--- src/rtl/uart_pkg.sv ---
// Shared UART definitions: receiver state encoding and default frame/baud parameters.
// Imported by the rx and tx paths so both agree on frame format and baud rate.
package uart_pkg;

  typedef enum logic [1:0] {
    IDLE  = 2'b00,
    START = 2'b01,
    DATA  = 2'b10,
    STOP  = 2'b11
  } rx_state_t;

  localparam int DBIT_DEF     = 8;
  localparam int SB_TICK_DEF  = 16;
  localparam int DVSR_DEF     = 163;
  localparam int DVSR_BIT_DEF = 8;

endpackage

--- src/rtl/uart_fifo.sv ---
// Register-array FIFO with first-word fall-through read data; pushes and pops take effect on the edge.
// A write while full is accepted only when a valid read pops in the same cycle; reads on empty are ignored.
module uart_fifo #(
  parameter int B = 8,
  parameter int W = 2
) (
  input  logic         clk,
  input  logic         reset,
  input  logic         rd,
  input  logic         wr,
  input  logic [B-1:0] w_data,
  output logic         empty,
  output logic         full,
  output logic [B-1:0] r_data
);

  localparam logic [W-1:0] ONE = W'(1);

  logic [B-1:0] mem [2**W];
  logic [W-1:0] wr_ptr, rd_ptr;
  logic [W-1:0] wr_succ, rd_succ;
  logic         empty_reg, full_reg;
  logic         rd_en, wr_en;

  assign wr_succ = wr_ptr + ONE;
  assign rd_succ = rd_ptr + ONE;
  assign rd_en   = rd & ~empty_reg;
  assign wr_en   = wr & (~full_reg | rd_en);

  always_ff @(posedge clk) begin
    if (wr_en) mem[wr_ptr] <= w_data;
  end

  always_ff @(posedge clk) begin
    if (reset) begin
      wr_ptr    <= '0;
      rd_ptr    <= '0;
      empty_reg <= 1'b1;
      full_reg  <= 1'b0;
    end else begin
      unique case ({wr_en, rd_en})
        2'b01: begin
          rd_ptr   <= rd_succ;
          full_reg <= 1'b0;
          if (rd_succ == wr_ptr) empty_reg <= 1'b1;
        end
        2'b10: begin
          wr_ptr    <= wr_succ;
          empty_reg <= 1'b0;
          if (wr_succ == rd_ptr) full_reg <= 1'b1;
        end
        // Simultaneous push and pop leaves the occupancy, and so both flags, unchanged.
        2'b11: begin
          wr_ptr <= wr_succ;
          rd_ptr <= rd_succ;
        end
        default: ;
      endcase
    end
  end

  assign r_data = mem[rd_ptr];
  assign empty  = empty_reg;
  assign full   = full_reg;

endmodule

--- src/rtl/uart_rx_path.sv ---
// UART receive path: baud tick, 2-flop rx synchroniser, 8N1 deserialiser and byte FIFO; byte lands ~10 bit times after start edge.
// No backpressure toward the line: a byte arriving while the FIFO is full is dropped and overrun_err sticks.
module uart_rx_path import uart_pkg::*; #(
  parameter int DBIT     = DBIT_DEF,
  parameter int SB_TICK  = SB_TICK_DEF,
  parameter int DVSR     = DVSR_DEF,
  parameter int DVSR_BIT = DVSR_BIT_DEF,
  parameter int FIFO_W   = 2
) (
  input  logic            clk,
  input  logic            reset,
  input  logic            rx,
  input  logic            rd_uart,
  output logic            rx_empty,
  output logic            rx_full,
  output logic [DBIT-1:0] r_data,
  output logic            frame_err,
  output logic            overrun_err
);

  localparam int NW = (DBIT > 1) ? $clog2(DBIT) : 1;
  localparam int SW = (SB_TICK > 16) ? $clog2(SB_TICK) : 4;

  localparam logic [DVSR_BIT-1:0] DVSR_LAST = DVSR_BIT'(DVSR - 1);
  localparam logic [DVSR_BIT-1:0] BAUD_ONE  = DVSR_BIT'(1);
  localparam logic [SW-1:0]       S_ONE     = SW'(1);
  localparam logic [SW-1:0]       MID_START = SW'(7);
  localparam logic [SW-1:0]       BIT_LAST  = SW'(15);
  localparam logic [SW-1:0]       STOP_LAST = SW'(SB_TICK - 1);
  localparam logic [NW-1:0]       N_ONE     = NW'(1);
  localparam logic [NW-1:0]       N_LAST    = NW'(DBIT - 1);

  logic [DVSR_BIT-1:0] baud_cnt;
  logic                s_tick;
  logic                rx_meta, rx_s;
  rx_state_t           state, state_next;
  logic [SW-1:0]       s_cnt, s_cnt_next;
  logic [NW-1:0]       n, n_next;
  logic [DBIT-1:0]     shift, shift_next;
  logic                rx_done, stop_bad;

  assign s_tick = (baud_cnt == DVSR_LAST);

  always_ff @(posedge clk) begin
    if (reset)       baud_cnt <= '0;
    else if (s_tick) baud_cnt <= '0;
    else             baud_cnt <= baud_cnt + BAUD_ONE;
  end

  always_ff @(posedge clk) begin
    if (reset) begin
      rx_meta <= 1'b1;
      rx_s    <= 1'b1;
    end else begin
      rx_meta <= rx;
      rx_s    <= rx_meta;
    end
  end

  always_ff @(posedge clk) begin
    if (reset) begin
      state <= IDLE;
      s_cnt <= '0;
      n     <= '0;
      shift <= '0;
    end else begin
      state <= state_next;
      s_cnt <= s_cnt_next;
      n     <= n_next;
      shift <= shift_next;
    end
  end

  always_comb begin
    state_next = state;
    s_cnt_next = s_cnt;
    n_next     = n;
    shift_next = shift;
    rx_done    = 1'b0;
    stop_bad   = 1'b0;
    unique case (state)
      IDLE: begin
        if (!rx_s) begin
          state_next = START;
          s_cnt_next = '0;
        end
      end
      START: begin
        if (s_tick) begin
          if (s_cnt == MID_START) begin
            // A start bit that is high again at its midpoint was line noise.
            if (!rx_s) begin
              state_next = DATA;
              s_cnt_next = '0;
              n_next     = '0;
            end else begin
              state_next = IDLE;
            end
          end else begin
            s_cnt_next = s_cnt + S_ONE;
          end
        end
      end
      DATA: begin
        if (s_tick) begin
          if (s_cnt == BIT_LAST) begin
            shift_next = {rx_s, shift[DBIT-1:1]};
            s_cnt_next = '0;
            if (n == N_LAST) state_next = STOP;
            else             n_next     = n + N_ONE;
          end else begin
            s_cnt_next = s_cnt + S_ONE;
          end
        end
      end
      STOP: begin
        if (s_tick) begin
          if (s_cnt == STOP_LAST) begin
            rx_done    = rx_s;
            stop_bad   = ~rx_s;
            state_next = IDLE;
          end else begin
            s_cnt_next = s_cnt + S_ONE;
          end
        end
      end
      default: state_next = IDLE;
    endcase
  end

  always_ff @(posedge clk) begin
    if (reset) begin
      frame_err   <= 1'b0;
      overrun_err <= 1'b0;
    end else begin
      frame_err <= stop_bad;
      if (rx_done && rx_full && !rd_uart) overrun_err <= 1'b1;
    end
  end

  uart_fifo #(
    .B (DBIT),
    .W (FIFO_W)
  ) u_fifo (
    .clk    (clk),
    .reset  (reset),
    .rd     (rd_uart),
    .wr     (rx_done),
    .w_data (shift),
    .empty  (rx_empty),
    .full   (rx_full),
    .r_data (r_data)
  );

endmodule

--- config.mk ---
export PLATFORM = sky130hd
export DESIGN_NAME = uart_rx_path
export DESIGN_NICKNAME = d
export VERILOG_FILES = /design/src/rtl/uart_pkg.sv /design/src/rtl/uart_fifo.sv /design/src/rtl/uart_rx_path.sv
export SDC_FILE = /design/constraint.sdc
export NUM_CORES = 1
export LEC_CHECK = 0
export BUFFER_PORTS_ARGS = -buffer_cell sky130_fd_sc_hd__buf_2
export CAP_MARGIN = 20
export CORE_ASPECT_RATIO = 1.2
export CORE_MARGIN = 2
export CORE_UTILIZATION = 63
export CTS_BUF_LIST = sky130_fd_sc_hd__clkbuf_8
export DETAILED_ROUTE_END_ITERATION = 10
export GPL_ROUTABILITY_DRIVEN = 0
export PLACE_DENSITY_LB_ADDON = 0.25
export SLEW_MARGIN = 25
export SYNTH_ARGS = -nofsm -noshare
export SYNTH_HDL_FRONTEND = slang
export SYNTH_HIERARCHICAL = 1
export SYNTH_SLANG_ARGS = --single-unit
--- constraint.sdc ---
create_clock -name clk -period 2.8 [get_ports clk]
set_input_delay 0.28 -clock clk [delete_from_list [all_inputs] [get_ports clk]]
set_output_delay 0.28 -clock clk [all_outputs]
set_load 0.02 [all_outputs]
==> flow_metrics.py <==
metrics = {
    "clocking": {
        "cts_resized": 0,
        "cts_hold_buf": 0,
        "cts_tree": "built",
        "cts_setup_buffers": 0,
        "cts_made_buffers": 9,
        "clkLatencyLatePin_ps": 330,
        "root_buffer": "clkbuf_8",
        "path_clk_slew_ps": 60,
        "cts.sinks": 69,
        "clock_path_buffers": 2,
        "h-tree-depth": 3,
    },
    "drt": {
        "wl_per_cell_um": 15.2,
        "wirelength_mm": 4.64,
        "initialDrtViolationCount": 113,
        "first_pass_iters": 4,
        "route.detailed.drc": 0,
        "via_count": 1732,
        "postRouteAntennaNets": 0,
        "via_per_inst": 5.66,
    },
    "die": {
        "die_w_um": 66.2,
        "die_area_um2": 5200,
        "coreArea_um2": 4530,
        "initial_utilization": 0.646,
        "die_h_um": 78.6,
        "io-pin-count": 16,
        "num_rows": 27,
    },
    "synth": {
        "synth.area.top_cells": "edfxtp_1 (33%), dfxtp_1 (25%), mux4_2 (6.2%)",
        "yosysUniqueCellTypes": 50,
        "synthFlopType": "dfxtp_1",
        "synth-edff-count": 32,
        "synth_cells": 226,
        "synth.avg_cell_area_um2": 12.9,
        "yosysWarnings": 6,
        "async_flop_share": 0,
        "synth_area_leader_cell": "edfxtp_1",
        "postSynthNetCount": 239,
        "ys_seq_elements": 69,
        "yosysSeqAreaShare": 0.582,
        "yosys.area.top_type_share": 0.329,
        "netlist_area_um2": 2920,
    },
    "cells_and_area": {
        "drive_above_1_share": 0.202,
        "fillerInstances": 322,
        "regMostFlops": "u_fifo/mem",
        "top_regs": "u_fifo/mem: 32 flops, baud_cnt: 8 flops, shift: 8 flops",
        "fin_area_um2": 3260,
        "largest_reg_flops": 32,
        "n_antenna_cell": 0,
        "ff_latch_area_um2": 1700,
        "syn_to_final_growth_pct": 11.4,
        "fin_util": 0.719,
        "nNetsFinal": 256,
        "multiInputGateArea_um2": 1140,
    },
    "grt": {
        "grt_pass1_wl_mm": 8.18,
        "grt_use_total": 0.210,
        "grt_antenna_before_repair": 0,
        "grt_start_max_net_pins": 34,
        "grt_pass1_vias": 1762,
        "grt_overflow_total": 0,
    },
    "worst_setup_path": {
        "cp_num_cells": 6,
        "setup.worst_path.class": "reg -> reg",
        "rr_worst_depth": 6,
        "crit_buf_inv": 0,
        "critPathSlowestCell": "dfxtp_1",
        "cp.arrival_ps": 2400,
        "r2r-end": "u_fifo/mem[0][4]$_DFFE_PP_",
        "r2r_slack_ps": 420,
        "critical_path_required_ps": 2820,
        "path_cells": "nand4_1 > nor2_1 > nand2_1 > nor2_1 > a21boi_4 > and2_2",
        "critPathMaxFanout": 15,
        "start_kind": "flip-flop",
        "cpMostUsedCell": "nor2_1",
        "cp_top_family": "simple AND/OR/NAND/NOR gates",
        "cp_slowest_stage_delay_ps": 630,
        "cp-end-kind": "flip-flop",
        "crit_end": "u_fifo/mem[0][4]$_DFFE_PP_",
    },
    "sta": {
        "relSlewSlack": 0.536,
        "setup-violations-final": 0,
        "tns_ps": 0,
        "worst_pin_slew_ps": 691,
        "grt_setup_unrepaired": "false",
        "layout_setup_ws_ps": 424,
        "finalMaxSlewViolations": 0,
        "hold_viol_final": 0,
        "period_needed_ps": 2380,
        "clock_skew_ps": 5.13,
        "max_freq_mhz": 421,
        "period_share": 0.848,
    },
    "placed_design": {
        "pre_cts_ws_ps": 487,
        "dpl_cell_area_um2": 3020,
        "portBuffers": 15,
        "dp_hpwl_mm": 3.26,
    },
    "power": {
        "p_per_area_nw_per_um2": 620,
        "peakVddDrop_v": 0.000485,
        "power_mw": 2.02,
        "p_leak_nw": 1.18,
    },
    "job": {
        "drv_cap": 0,
    },
    "outcome": {
        "status": "finished, final reports clean",
    },
    "worst_hold_path": {
        "hold_start": "rx",
        "worstHoldPathType": "in -> reg",
    },
}
worst min path at each step:
| stage | depth (start not counted) | to |
|---|---|---|
| after detailed placement | 1 | rx_s$_SDFF_PP1_ |
| after global routing | 2 | rx_meta$_SDFF_PP1_ |
| after global placement | 1 | rx_s$_SDFF_PP1_ |
| after CTS | 2 | rx_meta$_SDFF_PP1_ |
| after floorplan | 1 | rx_meta$_SDFF_PP1_ |
| final | 2 | rx_meta$_SDFF_PP1_ |
cells in the mapped netlist, types with 2 or more instances:
cell and count:
nor3_1 2, a311oi_1 4, a21oi_1 3, nand2_1 4
xnor2_1 4, inv_1 7, a41oi_1 2, clkbuf_1 6
and3_1 4, ha_1 9, xor2_1 9, or3_1 2
mux2i_1 12, nand3b_1 2, nand4b_1 2, or2_2 3
edfxtp_1 32, a31oi_1 2, dfxtp_1 37, and2_2 4
mux4_2 8, nor2_1 30, nand2b_1 3, buf_6 2
nand3_1 7, or4b_1 2
power breakdown:
group          internal [mW]  switching [mW]  leakage [nW]  total, mW
clock network          0.582           0.339         0.126      0.921
registers               1.05          0.0105         0.596       1.06
logic                 0.0137          0.0223         0.457     0.0360
total                   1.65           0.372          1.18       2.02
cells by family (layout without fill, tap and decap cells):
| kind of cell | count (synthesis) | count (layout) | synth area share |
|---|---|---|---|
| xor+xnor | 13 | 13 | 0.0390 |
| fa+ha+maj | 9 | 9 | 0.0385 |
| simple gates | 74 | 74 | 0.144 |
| buf+inv | 17 | 39 | 0.0274 |
| mux | 20 | 20 | 0.103 |
| compound gates | 24 | 24 | 0.0664 |
| flops | 69 | 69 | 0.582 |
placed cells by master, fill, tap and decap left out, types with 3 or more instances in the layout:
master / Yosys / final
nand3_1: 7 / 7
ha_1: 9 / 9
or2_2: 3 / 3
xnor2_1: 4 / 4
a311oi_1: 4 / 4
nor2_1: 30 / 30
and3_1: 4 / 4
and2_2: 4 / 4
dfxtp_1: 37 / 37
buf_2: 1 / 15
mux4_2: 8 / 8
inv_1: 7 / 9
nand2b_1: 3 / 3
mux2i_1: 12 / 12
nand2_1: 4 / 4
bufinv_16: 0 / 3
edfxtp_1: 32 / 32
a21oi_1: 3 / 3
xor2_1: 9 / 9
clkbuf_8: 0 / 9
worst register-to-register path, delay by kind of cell (launching register included):
| family | cells | cell delay (ps) |
|---|---|---|
| and+or+nand+nor | 5 | 1140 |
| DFF | 1 | 630 |
| AOI/OAI and AO/OA | 1 | 300 |
routing by layer:
layer,up-vias,track usage,wire length (um)
met1,833,0.259,2020
met4,0,0.0796,75
met2,28,0.343,2400
met5,-,0,0
met3,8,0.0645,139
li1,863,-,-
stage by stage:
stage / hold slack (ps) / cells
finish: 126 / 306
global route: 117 / 306
CTS: 118 / 306
detailed placement: 410 / 290
global placement: 398 / 290
floorplan: 384 / 226
final cells by class:
class                      count  share of cell area
clock buffer                   9              0.0380
inverter                       7             0.00807
timing repair buffer          16              0.0254
sequential                    69               0.523
tap                           58              0.0223
clock inverter                 7              0.0331
multi-input combinational    140               0.350
(Power assumes the default switching activity.)
